`src/rtl/dec_err_monitor.sv`:
```
// Output stage behind the Hsiao DEC corrector: 2-entry skid FIFO toward the consumer,
// plus saturating SGL/DBL counters, a sticky scrub request, IRQ and a first-DBL log.
module dec_err_monitor #(
    parameter int CNT_W  = 16,
    parameter int IDX_W  = 32,
    parameter int THRESH = 8
) (
    input  logic             clk,
    input  logic             rst,
    input  logic             IN_VALID,
    output logic             IN_READY,
    input  logic [71:0]      IN_DATA,
    input  logic [7:0]       IN_SYN,
    input  logic             IN_ERR,
    input  logic             IN_SGL,
    input  logic             IN_DBL,
    output logic             OUT_VALID,
    input  logic             OUT_READY,
    output logic [63:0]      OUT_DATA,
    output logic             OUT_POISON,
    output logic [CNT_W-1:0] SGL_CNT,
    output logic [CNT_W-1:0] DBL_CNT,
    output logic             SCRUB_REQ,
    output logic             IRQ,
    output logic             LOG_VALID,
    output logic             LOG_OVF,
    output logic [7:0]       LOG_SYN,
    output logic [IDX_W-1:0] LOG_IDX,
    input  logic             CLR
);

    localparam logic [CNT_W-1:0] L_THRESH = CNT_W'(THRESH);

    typedef enum logic [1:0] {EV_NONE, EV_SGL, EV_DBL} ev_e;

    // FIFO storage and pointers
    logic [63:0]      r_mem_data [2];
    logic [1:0]       r_mem_psn;
    logic             r_wr_ptr;
    logic             r_rd_ptr;
    logic [1:0]       r_count;

    // Statistics and log
    logic [CNT_W-1:0] r_sgl_cnt;
    logic [CNT_W-1:0] r_dbl_cnt;
    logic             r_scrub;
    logic             r_irq;
    logic             r_log_valid;
    logic             r_log_ovf;
    logic [7:0]       r_log_syn;
    logic [IDX_W-1:0] r_log_idx;
    logic [IDX_W-1:0] r_idx;

    logic             w_push;
    logic             w_pop;
    ev_e              w_ev;
    logic [CNT_W-1:0] w_sgl_base;
    logic [CNT_W-1:0] w_dbl_base;
    logic [CNT_W-1:0] w_sgl_nxt;
    logic [CNT_W-1:0] w_dbl_nxt;
    logic             w_scrub_nxt;
    logic             w_irq_nxt;
    logic             w_log_valid_nxt;
    logic             w_log_ovf_nxt;
    logic [7:0]       w_log_syn_nxt;
    logic [IDX_W-1:0] w_log_idx_nxt;
    logic             w_unused;

    // Check bits and the bare ERR flag carry no information this stage needs.
    assign w_unused = &{1'b0, IN_ERR, IN_DATA[71:64]};

    assign IN_READY   = (r_count != 2'd2);
    assign OUT_VALID  = (r_count != 2'd0);
    assign OUT_DATA   = r_mem_data[r_rd_ptr];
    assign OUT_POISON = r_mem_psn[r_rd_ptr];
    assign w_push     = IN_VALID & IN_READY;
    assign w_pop      = OUT_VALID & OUT_READY;

    // NOTE: the two FIFO entries are reset on purpose so OUT_DATA/OUT_POISON read 0 out of reset;
    // larger memories would normally be left unreset.
    always_ff @(posedge clk or posedge rst) begin
        if (rst) begin
            r_mem_data[0] <= '0;
            r_mem_data[1] <= '0;
            r_mem_psn     <= '0;
            r_wr_ptr      <= 1'b0;
            r_rd_ptr      <= 1'b0;
            r_count       <= 2'd0;
        end else begin
            if (w_push) begin
                r_mem_data[r_wr_ptr] <= IN_DATA[63:0];
                r_mem_psn[r_wr_ptr]  <= IN_DBL;
                r_wr_ptr             <= ~r_wr_ptr;
            end
            if (w_pop) begin
                r_rd_ptr <= ~r_rd_ptr;
            end
            case ({w_push, w_pop})
                2'b10:   r_count <= r_count + 2'd1;
                2'b01:   r_count <= r_count - 2'd1;
                default: r_count <= r_count;
            endcase
        end
    end

    // DBL dominates: the illegal SGL+DBL combination is classified as DBL.
    always_comb begin
        w_ev = EV_NONE;
        if (w_push && IN_DBL) begin
            w_ev = EV_DBL;
        end else if (w_push && IN_SGL) begin
            w_ev = EV_SGL;
        end
    end

    // CLR is applied first, then the accepted event lands on the cleared state.
    // NOTE: every output of this block is given a value up front, so no latch can be inferred.
    always_comb begin
        w_sgl_base      = CLR ? '0 : r_sgl_cnt;
        w_dbl_base      = CLR ? '0 : r_dbl_cnt;
        w_sgl_nxt       = w_sgl_base;
        w_dbl_nxt       = w_dbl_base;
        w_irq_nxt       = CLR ? 1'b0 : r_irq;
        w_log_valid_nxt = CLR ? 1'b0 : r_log_valid;
        w_log_ovf_nxt   = CLR ? 1'b0 : r_log_ovf;
        w_log_syn_nxt   = CLR ? 8'd0 : r_log_syn;
        w_log_idx_nxt   = CLR ? '0 : r_log_idx;

        if (w_ev == EV_SGL && w_sgl_base != '1) begin
            w_sgl_nxt = w_sgl_base + CNT_W'(1);
        end

        if (w_ev == EV_DBL) begin
            if (w_dbl_base != '1) begin
                w_dbl_nxt = w_dbl_base + CNT_W'(1);
            end
            w_irq_nxt = 1'b1;
            if (w_log_valid_nxt) begin
                w_log_ovf_nxt = 1'b1;
            end else begin
                w_log_valid_nxt = 1'b1;
                w_log_syn_nxt   = IN_SYN;
                w_log_idx_nxt   = r_idx;
            end
        end

        w_scrub_nxt = (CLR ? 1'b0 : r_scrub) | (w_sgl_nxt >= L_THRESH);
    end

    // NOTE: sequential state is written with non-blocking assignments so every flop samples pre-edge values.
    always_ff @(posedge clk or posedge rst) begin
        if (rst) begin
            r_sgl_cnt   <= '0;
            r_dbl_cnt   <= '0;
            r_scrub     <= 1'b0;
            r_irq       <= 1'b0;
            r_log_valid <= 1'b0;
            r_log_ovf   <= 1'b0;
            r_log_syn   <= 8'd0;
            r_log_idx   <= '0;
            r_idx       <= '0;
        end else begin
            r_sgl_cnt   <= w_sgl_nxt;
            r_dbl_cnt   <= w_dbl_nxt;
            r_scrub     <= w_scrub_nxt;
            r_irq       <= w_irq_nxt;
            r_log_valid <= w_log_valid_nxt;
            r_log_ovf   <= w_log_ovf_nxt;
            r_log_syn   <= w_log_syn_nxt;
            r_log_idx   <= w_log_idx_nxt;
            // The word index is untouched by CLR; it only tracks accepts.
            if (w_push) begin
                r_idx <= r_idx + IDX_W'(1);
            end
        end
    end

    assign SGL_CNT   = r_sgl_cnt;
    assign DBL_CNT   = r_dbl_cnt;
    assign SCRUB_REQ = r_scrub;
    assign IRQ       = r_irq;
    assign LOG_VALID = r_log_valid;
    assign LOG_OVF   = r_log_ovf;
    assign LOG_SYN   = r_log_syn;
    assign LOG_IDX   = r_log_idx;

endmodule

```
`config.mk`:
```
export PLATFORM = sky130hd
export DESIGN_NAME = dec_err_monitor
export DESIGN_NICKNAME = d
export VERILOG_FILES = /design/src/rtl/dec_err_monitor.sv
export SDC_FILE = /design/constraint.sdc
export NUM_CORES = 1
export LEC_CHECK = 0
export ABC_AREA = 1
export CAP_MARGIN = 10
export CORE_AREA = 10 10 161 163
export DETAILED_ROUTE_END_ITERATION = 7
export DIE_AREA = 0 0 171 173
export PLACE_DENSITY = 0.77
export REMOVE_ABC_BUFFERS = 1
export SKIP_LAST_GASP = 1
export SLEW_MARGIN = 15
export SYNTH_ARGS = -nofsm -noshare
export SYNTH_HDL_FRONTEND = slang
export SYNTH_SLANG_ARGS = --single-unit
export TNS_END_PERCENT = 100
```
`constraint.sdc`:
```
create_clock -name clk -period 19.8 [get_ports clk]
set_input_delay 3.96 -clock clk [delete_from_list [all_inputs] [get_ports clk]]
set_output_delay 3.96 -clock clk [all_outputs]
set_load 0.05 [all_outputs]
```
Yosys cells after proc, flatten, opt, wreduce, memory -nomap -nowiden
Index checks and enable logic that the tools add are counted.
Operators by class
  add/sub/neg operators: 5
  $mul: 0
  divide/modulo/power cells: 0
  order comparisons: 7
  equality and inequality tests: 7
  shift operators: 0
  muxes and demuxes: 33
  bitwise operators: 7
  reduce and logical (&&, ||, !) cells: 8
Operators by type and width (count)
  2-to-1 mux 64 bit: 4
  bitwise mux 128 bit: 1
  2-to-1 mux 32 bit: 3
  2-to-1 mux 16 bit: 5
  demux 64 bit (select 1 bit): 1
  adder 16 x 1 -> 16 bit (second input constant): 2
  adder 32 x 1 -> 32 bit (second input constant): 1
  inequality test 16 bit (second input constant): 2
  2-to-1 mux 8 bit: 3
  >= comparator 16 x 4 -> 1 bit (second input constant): 1
  2-to-1 mux 1 bit: 12
  nonzero test 2 bit: 3
  logical AND 1 bit: 5
  == test 2 x 1 -> 1 bit (second input constant): 2
  == test 2 bit (second input constant): 2
  >= comparator 2 bit (second input constant): 2
  < comparator 1 x 2 -> 1 bit (second input constant): 2
  NOT 1 -> 2 bit: 2
  one-hot mux 2 bit (2 select lines): 1
  adder 2 x 1 -> 2 bit (second input constant): 1
  bitwise AND 1 bit: 2
  bitwise mux 2 bit: 1
  < comparator 2 x 1 -> 1 bit (second input constant): 1
  2-to-1 mux 2 bit: 1
  6 further kinds: 7
Word-level totals
  flip-flop bits (word level): 242
  latch bits: 0
  RAM bits: 0
  memory bits (read-only): 0
  bits of input ports: 88
  output and inout port bits: 143
  memories: 0

Depth between registers and ports, before layout
  depth after elaboration: 10
  depth in mapped cells: 15

Worst setup path after synthesis
No wires, ideal clock.
  path kind: input -> register
  start point: in CLR
  end point: reg r_scrub, in the netlist SCRUB_REQ
  setup time: 119 ps
  data arrival time: 5644 ps
  data required time: 19681 ps
  setup slack: 14037 ps
  stages: 15
  path buffers: 2
  cells stage by stage: buf_2 nor2_1 ha_1 nand2_1 nor2_2 nand2_1 nor2_1 nor2_1 buf_6 nand2_1 nand2_1 nor2_1 nand3_1 nor2_1 nand2_1
On the way
  longest elaborated chain between the ends: 6
RTL lines
  from (decl): RTL line 29  | input logic CLR
  2-to-1 mux 16 bit *: RTL line 119  | w_sgl_base = CLR ? '0 : r_sgl_cnt;
  parallel branches: the longest is 2 deep, another holds adder 16 x 1 -> 16 bit
  2-to-1 mux 16 bit *: RTL line 129  | if (w_ev == EV_SGL && w_sgl_base != '1) begin
  net w_sgl_nxt[7]: RTL line 59  | logic [CNT_W-1:0] w_sgl_nxt;
  >= comparator 16 x 4 -> 1 bit *: RTL line 147  | w_scrub_nxt = (CLR ? 1'b0 : r_scrub) | (w_sgl_nxt >= L_THRESH);
  OR 1 bit *: RTL line 147
  net w_scrub_nxt: RTL line 61  | logic w_scrub_nxt;
  to (signal assigned): RTL line 165  | r_scrub <= w_scrub_nxt;
  to (decl): RTL line 46  | logic r_scrub;
Mark *: on every way through the listed nets, which the timed path passes.
A chain may end at the register's enable or synchronous reset.

Worst setup path after layout
  start point: reg r_rd_ptr
  end point: out OUT_DATA[30]
On the way
  longest elaborated chain between the ends: 4
RTL lines
  from (decl): RTL line 40  | logic r_rd_ptr;
  from (signal assigned): RTL line 96  | r_rd_ptr <= ~r_rd_ptr;
  NOT 1 -> 2 bit (implied by the code): RTL line 74  | assign OUT_DATA = r_mem_data[r_rd_ptr];
  2-to-1 mux 64 bit (implied by the code) (3 in a row): RTL line 74
  to (decl): RTL line 19  | output logic [63:0] OUT_DATA,
No other way between the ends. The select of a mux whose other input is x is not followed.

==> flow_summary.yaml <==
route:
  final_antenna_net_count: 0
  dr.pass1.iters: 5
  wire_per_inst_um: 15.9
  vias: 9522
  vias_per_cell: 5.09
  drtIter0Drc: 786
  drt-total-wl_um: 29700
  drc_errors: 0
grt:
  grtUsageMet1_pct: 26.2
  antenna_found_initial: 2
  grt_pass1_vias: 9268
  grt-ovfl-total: 0
  gr-usage-met2_pct: 31.8
  grt_usage_pct: 19.8
  busiest_layer: "met2"
  use_met3_pct: 4.99
  grt_pass1_wl_um: 48700
  grt_max_degree: 112
pwr:
  power.density_nw_per_um2: 157
  switchingPower_mw: 0.995
  ir_worst_vdd_v: 0.0000849
  swShare_pct: 43.9
  power_frac_seq_pct: 32.4
  internal_power_mw: 1.27
  p_clk_share_pct: 22.3
  power_mw: 2.27
  power_leakage_nw: 7.12
  p_comb_share_pct: 45.3
synthesis:
  yosys_register_bits: 242
  synth_edf_count: 0
  synth-async-reset-ratio_pct: 100
  synth_top_area_cell: "dfrtp_1"
  synth_cells: 1369
  synth_common_cells: "478 x nand2_1, 242 x dfrtp_1, 139 x o21ai_0"
  synth_warnings: 0
  synth_seq_area_share_pct: 54.3
  ys_types: 31
  syn_area_sq_um: 11200
  synth_area_leaders: "dfrtp_1 54%, nand2_1 16%, o21ai_0 6.2%"
  synth.most_common_cell: "nand2_1"
  syn_area_per_cell_sq_um: 8.15
  synth.top_cell.area_share_pct: 54.3
  synth-main-ff-cell: "dfrtp_1"
timing:
  period_needed_ps: 7060
  setup_violations: 0
  drv_slew: 0
  finalCritPeriodShare_pct: 35.7
  setup_tns_ps: 0
  worst_pin_slew_ps: 1040
  max_slew_margin_pct: 30.2
  fin_skew_ps: 17.3
  max_freq_mhz: 142
  rsz0062_at_grt: "no"
  hold_violations: 0
  whs_ps: 475
clock_tree:
  cts_hold_buf: 0
  clk_latency_ps: 530
  cts_made_buffers: 27
  clkSlewWorstSetupHoldPaths_ps: 60
  h-tree-depth: 1
  root_buffer: "clkbuf_16"
  post-cts-setup-buffer-count: 0
  cts.path.max_buffers: 3
  cts.sinks: 242
  cts_resized: 0
  cts_tree: "yes"
cells_and_area:
  finalInstanceArea_sq_um: 14400
  nNetsFinal: 1654
  drive_above_1_share_pct: 6.13
  areaGrowthSynthToFinish_pct: 29.3
placed_design:
  place.gp.congestion: 0.856
  dpl_cell_area_sq_um: 13500
  dp_hpwl_um: 20200
  port_buffers: 221
floorplanning:
  die_w_um: 171
  initial_core_util_pct: 49.4
  rows: 55
  die_h_um: 173
  io_pins: 231
  core_sq_um: 22600
  fp.dieArea_sq_um: 29600
worst_setup_path:
  rr_startpoint: "r_count[0]"
  start_kind: "flip-flop"
  cp.arrival_ps: 3100
  required_ps: 15840
  crit_type: "reg -> out"
  crit_fanout: 66
  end_kind: "output pin"
  startpoint: "r_rd_ptr"
job:
  drv_cap: 0
min_path:
  min_from: "IRQ"
  hold_path.class: "reg -> reg"
outcome:
  outcome: "complete, no violations"
-- flip-flops by register name, indices dropped and copies added (netlist names) --
| name | flops |
|---|---|
| LOG_VALID | 1 |
| SGL_CNT | 16 |
| r_rd_ptr | 1 |
| r_mem_data | 128 |
| DBL_CNT | 16 |
| SCRUB_REQ | 1 |
| IRQ | 1 |
| r_idx | 32 |
| r_wr_ptr | 1 |
| LOG_OVF | 1 |
| LOG_SYN | 8 |
| r_count | 2 |
| LOG_IDX | 32 |
| r_mem_psn | 2 |
-- final timing paths --
path | slack (ps) | depth (start not counted) | to
worst max-delay path | 12740 | 6 | OUT_DATA[30]
worst min-delay path | 470 | 2 | IRQ
worst max register to register | 16800 | 6 | LOG_IDX[17]
worst min register to register | 470 | 2 | IRQ
max in group asynchronous | 14400 | 3 | r_rd_ptr
min in group asynchronous | 4000 | 2 | r_mem_data[121]
-- layer usage --
layer | up-vias | wire (um)
met1 | 4512 | 12800
li1 | 4684 | -
met5 | - | 0
met4 | 0 | 521
met2 | 286 | 14000
met3 | 40 | 2370
-- cell families (layout without fill, tap and decap cells) --
logic type	count (synthesis)	in the layout	synth area share (%)
AOI/OAI and AO/OA	166	166	7.57
xor gates and xnor gates	51	51	4.00
adders and majority gates	4	4	0.449
buffers and inverters	206	419	7.39
DFF	242	242	54.3
other	0	2	0
and+or+nand+nor	700	700	26.3
-- power by group through the flow --
| stage | registers (mW) | clock network [mW] | logic, mW |
|---|---|---|---|
| after floorplan | 0.789 | 0 | 0.627 |
| after global placement | 0.730 | 0 | 1.02 |
| after detailed placement | 0.738 | 0 | 1.03 |
| after CTS | 0.732 | 0.515 | 1.04 |
| after global routing | 0.752 | 0.537 | 1.11 |
| final | 0.734 | 0.506 | 1.03 |
-- worst max-delay path, cell delays in order, from the launching register on --
cell and delay [ps]:
dfrtp_2 380, buf_4 350, inv_2 150, buf_4 590, nand2_1 100, nand2_1 90
clkdlybuf4s50_1 860
-- per-stage QoR --
step	worst slack [ps]	util, %	instances
floorplan	9200	-	1306
global placement	12570	59.9	1818
detailed placement	12580	59.9	1818
CTS	12690	63.9	1867
global route	12530	63.9	1868
finish	12740	63.9	1869
-- layout by cell type, fill, tap and decap left out, types with 3 or more instances in the layout --
cell type,Yosys,layout
inv_2,11,12
ha_1,4,4
nand2_2,9,10
nor3_1,15,15
nor2_2,12,12
inv_1,130,128
nor2_1,58,58
clkdlybuf4s50_1,0,221
o21ai_0,139,139
nand3_1,94,94
dfrtp_1,242,241
clkbuf_8,0,6
buf_4,0,6
clkinv_2,1,6
o21ai_1,24,24
bufinv_16,0,3
xnor2_1,10,10
nand3_2,3,3
nand4_1,23,23
nand2_1,478,476
clkbuf_16,0,27
clkbuf_1,32,7
xor2_1,41,41
-- area by class of cell --
class / instances / area (sq um)
sequential: 242 / 6060
timing repair buffer: 227 / 2260
antenna: 2 / 5.00
fill: 1886 / 8150
inverter: 143 / 548
clock buffer: 40 / 785
tap: 285 / 357
clock inverter: 9 / 124
multi-input combinational: 921 / 4290
(Power assumes the default switching activity.)
